--- src/rtl/mac_frame_pkg.sv ---
// Shared definitions for the MAC frame generator/checker pair: line codes,
// header field offsets, payload limits, FSM states and the byte-wise CRC step.
package mac_frame_pkg;

  localparam logic [7:0]  CODE_IDLE     = 8'h07;
  localparam logic [7:0]  CODE_START    = 8'hFB;
  localparam logic [7:0]  CODE_TERM     = 8'hFD;
  localparam logic [7:0]  CODE_PREAMBLE = 8'h55;
  localparam logic [7:0]  CODE_SFD      = 8'hD5;
  localparam logic [47:0] DEF_DST_ADDR  = 48'hFFFF_FFFF_FFFF;
  localparam logic [47:0] DEF_SRC_ADDR  = 48'h1234_5678_9ABC;

  localparam int OFF_DA      = 8;
  localparam int OFF_SA      = 14;
  localparam int OFF_LEN     = 20;
  localparam int OFF_PAYLOAD = 22;

  localparam int MIN_PAYLOAD = 46;
  localparam int MAX_PAYLOAD = 1500;

  localparam logic [31:0] CRC_INIT = 32'hFFFF_FFFF;
  localparam logic [31:0] CRC_POLY = 32'h04C1_1DB7;

  typedef enum logic [1:0] {IDLE, XMIT, IPG} state_e;

  // Team CRC variant: a full 32-step shift per byte, result re-inverted each byte.
  function automatic logic [31:0] crc32_byte_update(input logic [31:0] c, input logic [7:0] d);
    logic [31:0] x;
    x = c ^ {d, 24'h0};
    for (int i = 0; i < 32; i++) x = x[31] ? ((x << 1) ^ CRC_POLY) : (x << 1);
    return ~x;
  endfunction

endpackage

--- src/rtl/mac_crc64_lanes.sv ---
// Combinational CRC advance over the enabled byte lanes of one block,
// lane 0 first.
module mac_crc64_lanes
  import mac_frame_pkg::*;
#(
  parameter int NUM_LANES = 8
) (
  input  logic [31:0]                crc_i,
  input  logic [NUM_LANES-1:0][7:0]  data_i,
  input  logic [NUM_LANES-1:0]       en_i,
  output logic [31:0]                crc_o
);

  logic [31:0] c;

  always_comb begin
    c = crc_i;
    for (int n = 0; n < NUM_LANES; n++)
      if (en_i[n]) c = crc32_byte_update(c, data_i[n]);
    crc_o = c;
  end

endmodule

--- src/rtl/mac_frame_generator.sv ---
// Emits one Ethernet frame per accepted request on a 64-bit/8-lane MII-style
// interface, followed by a single idle block of inter-packet gap.
module mac_frame_generator
  import mac_frame_pkg::*;
#(
  parameter int          DATA_WIDTH    = 64,
  parameter int          CTRL_WIDTH    = 8,
  parameter logic [7:0]  IDLE_CODE     = CODE_IDLE,
  parameter logic [7:0]  START_CODE    = CODE_START,
  parameter logic [7:0]  TERM_CODE     = CODE_TERM,
  parameter logic [7:0]  PREAMBLE_CODE = CODE_PREAMBLE,
  parameter logic [7:0]  SFD_CODE      = CODE_SFD,
  parameter logic [47:0] DST_ADDR_CODE = DEF_DST_ADDR,
  parameter logic [47:0] SRC_ADDR_CODE = DEF_SRC_ADDR
) (
  input  logic                  clk,
  input  logic                  i_rst,
  input  logic                  i_start,
  input  logic [10:0]           i_payload_len,
  input  logic [7:0]            i_payload_seed,
  input  logic                  i_inject_fcs_err,
  output logic [DATA_WIDTH-1:0] o_tx_data,
  output logic [CTRL_WIDTH-1:0] o_tx_ctrl,
  output logic                  o_busy,
  output logic                  o_done,
  output logic                  o_err
);

  localparam int NL = CTRL_WIDTH;

  state_e                state_q, state_d;
  logic [7:0]            blk_q, blk_d;
  logic [10:0]           len_q, len_d;
  logic [7:0]            seed_q, seed_d;
  logic                  inj_q, inj_d;
  logic [31:0]           crc_q, crc_d;
  logic [NL-1:0][7:0]    data_q, data_d;
  logic [NL-1:0]         ctrl_q, ctrl_d;
  logic                  busy_q, busy_d, done_q, done_d, err_q, err_d;

  logic                  in_idle, req_ok;
  logic [10:0]           cur_len;
  logic [7:0]            cur_seed, cur_blk;
  logic                  cur_inj;
  logic [31:0]           crc_in, crc_next, fcs_val;
  logic [NL-1:0][7:0]    raw, lane_data;
  logic [NL-1:0]         lane_ctl, crc_en, term_lane;

  // In IDLE the block being built is block 0 of the incoming request.
  assign in_idle  = (state_q == IDLE);
  assign req_ok   = (i_payload_len >= 11'(MIN_PAYLOAD)) && (i_payload_len <= 11'(MAX_PAYLOAD));
  assign cur_len  = in_idle ? i_payload_len    : len_q;
  assign cur_seed = in_idle ? i_payload_seed   : seed_q;
  assign cur_inj  = in_idle ? i_inject_fcs_err : inj_q;
  assign cur_blk  = in_idle ? 8'd0             : blk_q;
  assign crc_in   = in_idle ? CRC_INIT         : crc_q;
  assign fcs_val  = crc_next ^ {31'b0, cur_inj};

  generate
    for (genvar n = 0; n < NL; n++) begin : g_lane
      logic [11:0] b, len12;
      logic [7:0]  l_raw;
      logic        l_ctl, l_en, l_fsel, l_term;
      logic [1:0]  l_fidx;

      assign b     = {1'b0, cur_blk, 3'(n)};
      assign len12 = {1'b0, cur_len};

      always_comb begin
        l_raw  = IDLE_CODE;
        l_ctl  = 1'b1;
        l_fsel = 1'b0;
        l_fidx = 2'd0;
        l_term = 1'b0;
        l_en   = (b >= 12'(OFF_DA)) && (b < len12 + 12'(OFF_PAYLOAD));
        if (b == 12'd0) begin
          l_raw = START_CODE;
        end else if (b < 12'(OFF_DA)) begin
          l_ctl = 1'b0;
          l_raw = (b == 12'(OFF_DA - 1)) ? SFD_CODE : PREAMBLE_CODE;
        end else if (b < 12'(OFF_SA)) begin
          l_ctl = 1'b0;
          l_raw = 8'(DST_ADDR_CODE >> {b - 12'(OFF_DA), 3'b0});
        end else if (b < 12'(OFF_LEN)) begin
          l_ctl = 1'b0;
          l_raw = 8'(SRC_ADDR_CODE >> {b - 12'(OFF_SA), 3'b0});
        end else if (b == 12'(OFF_LEN)) begin
          l_ctl = 1'b0;
          l_raw = cur_len[7:0];
        end else if (b == 12'(OFF_LEN + 1)) begin
          l_ctl = 1'b0;
          l_raw = {5'b0, cur_len[10:8]};
        end else if (b < len12 + 12'(OFF_PAYLOAD)) begin
          l_ctl = 1'b0;
          l_raw = cur_seed + 8'(b - 12'(OFF_PAYLOAD));
        end else if (b < len12 + 12'(OFF_PAYLOAD + 4)) begin
          l_ctl  = 1'b0;
          l_raw  = 8'h00;
          l_fsel = 1'b1;
          l_fidx = 2'(b - len12 - 12'(OFF_PAYLOAD));
        end else if (b == len12 + 12'(OFF_PAYLOAD + 4)) begin
          l_raw  = TERM_CODE;
          l_term = 1'b1;
        end
      end

      assign raw[n]       = l_raw;
      assign crc_en[n]    = l_en;
      assign lane_ctl[n]  = l_ctl;
      assign term_lane[n] = l_term;
      // FCS lanes take the CRC already advanced over this block's data lanes.
      assign lane_data[n] = l_fsel ? 8'(fcs_val >> {l_fidx, 3'b0}) : l_raw;
    end
  endgenerate

  mac_crc64_lanes #(.NUM_LANES(NL)) u_crc (
    .crc_i  (crc_in),
    .data_i (raw),
    .en_i   (crc_en),
    .crc_o  (crc_next)
  );

  always_comb begin
    state_d = state_q;
    blk_d   = blk_q;
    len_d   = len_q;
    seed_d  = seed_q;
    inj_d   = inj_q;
    crc_d   = crc_q;
    data_d  = {NL{IDLE_CODE}};
    ctrl_d  = '1;
    busy_d  = 1'b0;
    done_d  = 1'b0;
    err_d   = 1'b0;
    case (state_q)
      IDLE: begin
        if (i_start) begin
          if (req_ok) begin
            len_d   = i_payload_len;
            seed_d  = i_payload_seed;
            inj_d   = i_inject_fcs_err;
            data_d  = lane_data;
            ctrl_d  = lane_ctl;
            busy_d  = 1'b1;
            blk_d   = 8'd1;
            crc_d   = crc_next;
            state_d = XMIT;
          end else begin
            err_d = 1'b1;
          end
        end
      end
      XMIT: begin
        data_d = lane_data;
        ctrl_d = lane_ctl;
        busy_d = 1'b1;
        blk_d  = blk_q + 8'd1;
        crc_d  = crc_next;
        if (|term_lane) begin
          done_d  = 1'b1;
          state_d = IPG;
        end
      end
      IPG: begin
        busy_d  = 1'b1;
        state_d = IDLE;
      end
      default: state_d = IDLE;
    endcase
  end

  always_ff @(posedge clk) begin
    if (i_rst) begin
      state_q <= IDLE;
      blk_q   <= 8'd0;
      len_q   <= 11'd0;
      seed_q  <= 8'd0;
      inj_q   <= 1'b0;
      crc_q   <= CRC_INIT;
      data_q  <= {NL{IDLE_CODE}};
      ctrl_q  <= '1;
      busy_q  <= 1'b0;
      done_q  <= 1'b0;
      err_q   <= 1'b0;
    end else begin
      state_q <= state_d;
      blk_q   <= blk_d;
      len_q   <= len_d;
      seed_q  <= seed_d;
      inj_q   <= inj_d;
      crc_q   <= crc_d;
      data_q  <= data_d;
      ctrl_q  <= ctrl_d;
      busy_q  <= busy_d;
      done_q  <= done_d;
      err_q   <= err_d;
    end
  end

  assign o_tx_data = data_q;
  assign o_tx_ctrl = ctrl_q;
  assign o_busy    = busy_q;
  assign o_done    = done_q;
  assign o_err     = err_q;

endmodule

--- config.mk ---
export PLATFORM = sky130hd
export DESIGN_NAME = mac_frame_generator
export DESIGN_NICKNAME = d
export VERILOG_FILES = /design/src/rtl/mac_frame_pkg.sv /design/src/rtl/mac_crc64_lanes.sv /design/src/rtl/mac_frame_generator.sv
export SDC_FILE = /design/constraint.sdc
export NUM_CORES = 2
export LEC_CHECK = 0
export CAP_MARGIN = 20
export CORE_MARGIN = 3
export CORE_UTILIZATION = 55
export CTS_BUF_LIST = sky130_fd_sc_hd__clkbuf_4
export CTS_CLUSTER_DIAMETER = 120
export DETAILED_ROUTE_END_ITERATION = 16
export GPL_TIMING_DRIVEN = 0
export PLACE_DENSITY = 0.72
export SETUP_SLACK_MARGIN = 0.05
export SYNTH_ARGS = -nofsm -noshare
export SYNTH_HDL_FRONTEND = slang
export SYNTH_HIERARCHICAL = 1
export SYNTH_SLANG_ARGS = --single-unit
--- constraint.sdc ---
create_clock -name clk -period 78.1 [get_ports clk]
set_input_delay 15.62 -clock clk [delete_from_list [all_inputs] [get_ports clk]]
set_output_delay 15.62 -clock clk [all_outputs]
set_load 0.01 [all_outputs]
== After elaboration in Yosys (flattened, before gate mapping) ==
Cells that the tools add are included.
Operators by class
  add/subtract/negate cells: 51
  order comparisons: 50
  equal/unequal tests: 14
  shift operators: 24
  muxes and demuxes: 565
  bitwise operators: 276
  reduce and logical (&&, ||, !) cells: 27
Operator list (number)
  two-way mux 27 bit: 256
  inverter 14 bit: 256
  two-way mux 8 bit: 73
  >> shifter 48 x 15 -> 8 bit (first input constant): 8
  >> shifter 45 x 15 -> 8 bit (first input constant): 8
  two-way mux 32 bit: 11
  inverter 32 bit: 8
  >> shifter 32 x 5 -> 8 bit: 8
  XOR 32 bit: 8
  < comparator 11 x 12 -> 1 bit: 16
  subtractor 11 x 4 -> 12 bit (second input constant): 16
  < comparator 11 x 4 -> 1 bit (second input constant): 16
  two-way mux 1 bit: 163
  two-way mux 64 bit: 2
  one-hot mux 64 bit (2 select lines): 1
  two-way mux 2 bit: 53
  == test 11 x 12 -> 1 bit: 8
  logical NOT 12 bit: 8
  >= comparator 11 x 4 -> 1 bit (second input constant): 8
  < comparator 11 x 5 -> 1 bit (second input constant): 8
  adder 8 bit: 8
  one-hot mux 32 bit (2 select lines): 1
  subtractor 8 x 5 -> 8 bit (second input constant): 8
  one-hot mux 8 bit (2 select lines): 2
  25 further kinds: 53
Storage, ports and cells
  flip-flop bits (word level): 137
  bits of input ports: 23
  output and inout bits: 75
  word-level logic and storage cells: 1025

== Depth between registers and ports, before layout ==
  word-level depth: 553
  depth in mapped cells: 90
  mapped depth without buffers: 77

== Hierarchy ==
Netlist, hierarchy kept.
Modules (own cells, without submodules)
  mac_crc64_lanes: times used 1, cells each 2958, area an instance 37208.2 µm², seq. area each 0.0 µm²
  mac_frame_generator: times used 1, cells each 1304, area an instance 10080.9 µm², seq. area each 2742.6 µm²

== Worst setup path before layout ==
Ideal clock, no wire load.
  kind: in2reg
  start: in i_payload_len[1]
  end: reg data_q (netlist bit o_tx_data[5])
  setup time: 0.128 ns
  arrival: 39.954 ns
  data required time: 77.972 ns
  slack: 38.018 ns
  cell stages on the path: 80
  path buffers: 8
  path through: mux2_2 -> buf_2 -> buf_1 -> ha_1 -> nor4b_1 -> nor2_1 -> buf_2 -> xor2_1 -> ha_1 -> and3_1 -> a221oi_1 -> a21oi_1 -> o21ai_0 -> o31ai_1 -> a21oi_1 -> o21ai_0 -> xnor2_2 -> xnor3_1 -> [44 not listed] -> xor3_1 -> xnor3_2 -> xnor3_1 -> xnor2_2 -> xnor3_1 -> a21oi_2 -> xnor2_2 -> xnor3_1 -> xnor3_1 -> xnor3_2 -> xor2_4 -> xnor3_1 -> xnor3_1 -> mux2_2 -> mux2i_1 -> mux2i_1 -> a2111oi_0 -> nor2_1
Between the ends
  elaborated cells on any way between the ends: 652
  classes of those cells: 4 x add/sub; 18 x order compare; 8 x eq/ne; 1 x shift; 339 x mux; 273 x bitwise; 9 x reduce/logical
RTL lines
  start, declared: line mac_frame_generator.sv:19  | input logic [10:0] i_payload_len,
  two-way mux 11 bit *: line mac_frame_generator.sv:52  | assign cur_len = in_idle ? i_payload_len : len_q;
  branches (longest 4 deep; another with adder 11 x 5 -> 12 bit)
  two-way mux 8 bit *: line mac_frame_generator.sv:93  | end else if (b < len12 + 12'(OFF_PAYLOAD)) begin
  two-way mux 8 bit *: line mac_frame_generator.sv:84  | end else if (b < 12'(OFF_LEN)) begin
  two-way mux 8 bit *: line mac_frame_generator.sv:81  | end else if (b < 12'(OFF_SA)) begin
  two-way mux 8 bit *: line mac_frame_generator.sv:78  | end else if (b < 12'(OFF_DA)) begin
  two-way mux 8 bit *: line mac_frame_generator.sv:76  | if (b == 12'd0) begin
  net g_lane[0].l_raw[1]: line mac_frame_generator.sv:62  | logic [7:0] l_raw;
  [337 not listed]
  inverter 32 bit: line mac_frame_pkg.sv:31  | return ~x;
  two-way mux 32 bit *: line mac_crc64_lanes.sv:19  | if (en_i[n]) c = crc32_byte_update(c, data_i[n]);
  XOR 32 x 1 -> 32 bit *: line mac_frame_generator.sv:57  | assign fcs_val = crc_next ^ {31'b0, cur_inj};
  >> shifter 32 x 5 -> 8 bit *: line mac_frame_generator.sv:112  | assign lane_data[n] = l_fsel ? 8'(fcs_val >> {l_fidx, 3'b0}) : l_raw;
  two-way mux 8 bit *: line mac_frame_generator.sv:112
  two-way mux 64 bit: line mac_frame_generator.sv:138  | if (req_ok) begin
  two-way mux 64 bit: line mac_frame_generator.sv:137  | if (i_start) begin
  one-hot mux 64 bit (2 select lines) *: line mac_frame_generator.sv:135  | case (state_q)
  end signal, assigned: line mac_frame_generator.sv:180  | data_q <= {NL{IDLE_CODE}};
  end signal, assigned: line mac_frame_generator.sv:192  | data_q <= data_d;
  end, declared: line mac_frame_generator.sv:37  | logic [NL-1:0][7:0] data_q, data_d;
Mark *: on every way through the listed nets, which the timed path passes.
A chain may end at the register's enable or synchronous reset.

== Worst setup path in the final report ==
  start: in i_payload_len[1]
  end: reg data_q (netlist bit o_tx_data[52])
Between the ends
  elaborated cells on any way between the ends: 652
  classes of those cells: 4 x add/sub; 18 x order compare; 8 x eq/ne; 1 x shift; 339 x mux; 273 x bitwise; 9 x reduce/logical
RTL lines (line)
  two-way mux 11 bit *: mac_frame_generator.sv:52
  branches (longest 4 deep; another with adder 11 x 5 -> 12 bit)
  two-way mux 8 bit *: mac_frame_generator.sv:93
  two-way mux 8 bit *: mac_frame_generator.sv:84
  two-way mux 8 bit *: mac_frame_generator.sv:81
  two-way mux 8 bit *: mac_frame_generator.sv:78
  two-way mux 8 bit *: mac_frame_generator.sv:76
  net g_lane[0].l_raw[1]: mac_frame_generator.sv:62
  [338 not listed]
  inverter 32 bit: mac_frame_pkg.sv:31
  two-way mux 32 bit *: mac_crc64_lanes.sv:19
  XOR 32 x 1 -> 32 bit *: mac_frame_generator.sv:57
  >> shifter 32 x 5 -> 8 bit *: mac_frame_generator.sv:112
  two-way mux 8 bit *: mac_frame_generator.sv:112
  two-way mux 64 bit: mac_frame_generator.sv:138
  two-way mux 64 bit: mac_frame_generator.sv:137
  one-hot mux 64 bit (2 select lines) *: mac_frame_generator.sv:135
Marks and branches as above.

==> metrics.txt <==
CTS tree done; # nets final 4472; Post-Syn Nets 4343; WP data arrival 48980 ps; crit path launch type input port; DRT iter0 DRCs 4493; postcts setup bufs 0; largest net degree at the start of global routing 17; root buf cell clkbuf_4; Synth Register Bits 137; largest area contributor in the synthesized netlist xnor3_1; minimum clock period 48450 ps; GRT Util Overall 0.371; slack of the worst reg-to-reg path 44220 ps; Hold Buf Count CTS 0; Max stage delay on crit path 920 ps; vias in the first global route 33.5k; Final Hold Vio Count 0; Die Wd 299 um; setup violators final 0; top-area cell type share of the netlist area 0.322; CTS clk-pin slew, worst paths 130 ps; H-tree Lvls 4; R2R Path End o_tx_data[52]; core region area 84400 um^2; Post-synth EDFFs 0; detailed-route wire length 170 mm; vias post-DR 34.6k; worst path required time 78630 ps; Worst Max-Slew Pin Slew 1220 ps; RSZ-0062 raised after global routing no; # DRC 0; Tcrit/Tclk final 0.620; Post-Syn Instances 4262; worst min-delay path class reg2reg; clock sink total 137; Top FF cell, synth dfxtp_1; area delta synth->final 5.85%; mean routed wirelength per cell 30.7 um; Distinct cells, synth 98; port bufs 96; cell with the most instances after synthesis xnor2_1; drt first pass iters 8; setup TNS 0 ps; Routed Antenna Nets 0; beginning of the worst hold path crc_q[31]; MaxCap Viol Count 0; Worst Hold Path EP crc_q[31]; Setup CP Type in2reg; Crit Path Max Fanout 13; CP dominant cell by count xnor3_1; Slew Limit Fails 0; Synth Cell Area 47300 um^2; Slew headroom 0.187; grt ovf 0; row count 106; crit end category register; routability cong. 1.07; worst-case clock skew 28.4 ps; sequential-to-total area share from yosys stat 0.0580; R2R depth 79; Clock Latency Late Sink 610 ps; Initial Util 0.561; R2R Path Start state_q[0]; post-CTS sizing 0; CTS max path bufs 2; Synth Warn # 6; layout cells sized above 1 0.0881; hold path depth 2; asr flop ratio synth 0; status complete, no violations; fmax 20.6 MHz; antenna violations before repair 4; Synth area leaders xnor3_1 32%, xnor2_1 18%, xor2_1 8.0%; # IOs 98; placed wire-length estimate 142 mm; total die area 89500 um^2; CP max stage cell xnor2_1; list of most frequent post-synthesis cells 961 x xnor2_1, 677 x xnor3_1, 430 x xor2_1; first-pass GRT wire length 240 mm; Num CTS Buffers 17; die height 299 um; Vias/cell 6.24; average cell area after synthesis 11.1 um^2
==> worst max path at each step <==
| stage | slack (ps) | from | endpoint | cells past startpoint |
|---|---|---|---|---|
| 2_1_floorplan | 38020 | i_payload_len[1] | o_tx_data[5] | 80 |
| 3_3_place_gp | 29990 | i_payload_len[1] | o_tx_data[12] | 78 |
| 3_5_place_dp | 30070 | i_payload_len[1] | o_tx_data[12] | 78 |
| 4_1_cts | 30590 | i_payload_len[1] | o_tx_data[52] | 78 |
| 5_1_grt | 29070 | i_payload_len[1] | o_tx_data[52] | 77 |
| 6_report | 29650 | i_payload_len[1] | o_tx_data[52] | 77 |
==> placed cells by master (no fill, tap or decap), types with 20 or more instances in the layout <==
cell type	count
xor3_1	120
a21o_1	31
mux2i_4	22
clkbuf_1	110
a22o_1	20
mux2i_1	178
or2_2	36
xnor2_2	71
buf_4	20
nor2_1	226
nand3_1	53
a31oi_1	32
ha_1	53
o21a_1	22
a211oi_1	23
xnor3_1	677
a21oi_1	183
mux2_2	23
clkdlybuf4s50_1	96
buf_1	25
inv_1	66
mux2i_2	21
xnor3_2	31
o21ai_0	118
buf_2	44
o21ai_1	20
xor2_1	430
dfxtp_1	137
xnor2_1	961
nand2_1	220
==> cells by family after synthesis <==
family,share of synthesized area
buf+inv,0.0225
mux,0.0609
fa+ha+maj,0.0161
xor+xnor,0.701
simple gates,0.0604
compound gates,0.0813
flops,0.0580
==> stage by stage <==
stage,std cells,worst slack [ps],cell area (um^2),hold slack (ps),utilization
after floorplan,4262,38020,47300,433,-
after global placement,5492,29990,49700,444,0.589
after detailed placement,5503,30070,49700,450,0.590
after CTS,5534,30590,50000,474,0.593
after global routing,5538,29070,50100,490,0.593
final,5538,29650,50100,472,0.593
==> per-layer routing <==
metal | track usage | vias to the layer above | share of wire
met4 | 0.155 | 6 | 0.051
met3 | 0.0689 | 395 | 0.10
met5 | 0 | - | 0.00033
met2 | 0.585 | 2059 | 0.45
li1 | - | 15000 | -
met1 | 0.503 | 17100 | 0.40
==> critical path: cells and delay by family <==
kind / cells / cell delay, ps
xor gates and xnor gates: 48 / 22630
AOI/OAI and AO/OA: 9 / 3710
buffers and inverters: 4 / 1760
and+or+nand+nor: 5 / 1010
muxes: 9 / 3400
adders and majority gates: 2 / 660
==> cell type report <==
class                   count  area, um^2
diodes                      1        2.50
plain buffers             188         801
clock buffers              17         128
clock inverters            14         150
fillers                  7396       34300
inverters                  70         263
multi-input cells        3867       43500
flip-flops and latches    137        2740
well taps                1134        1420
repair buffers            110        1070
==> sequential cells by signal, indices dropped and copies added (netlist names) <==
register,count
blk_q,8
crc_q,32
inj_q,1
len_q,11
o_busy,1
o_done,1
o_err,1
o_tx_ctrl,8
o_tx_data,64
seed_q,8
state_q,2
Power is left out: the tool's default activity adds up to more than one toggle a clock period on the data nets, which glitch-free logic cannot reach.
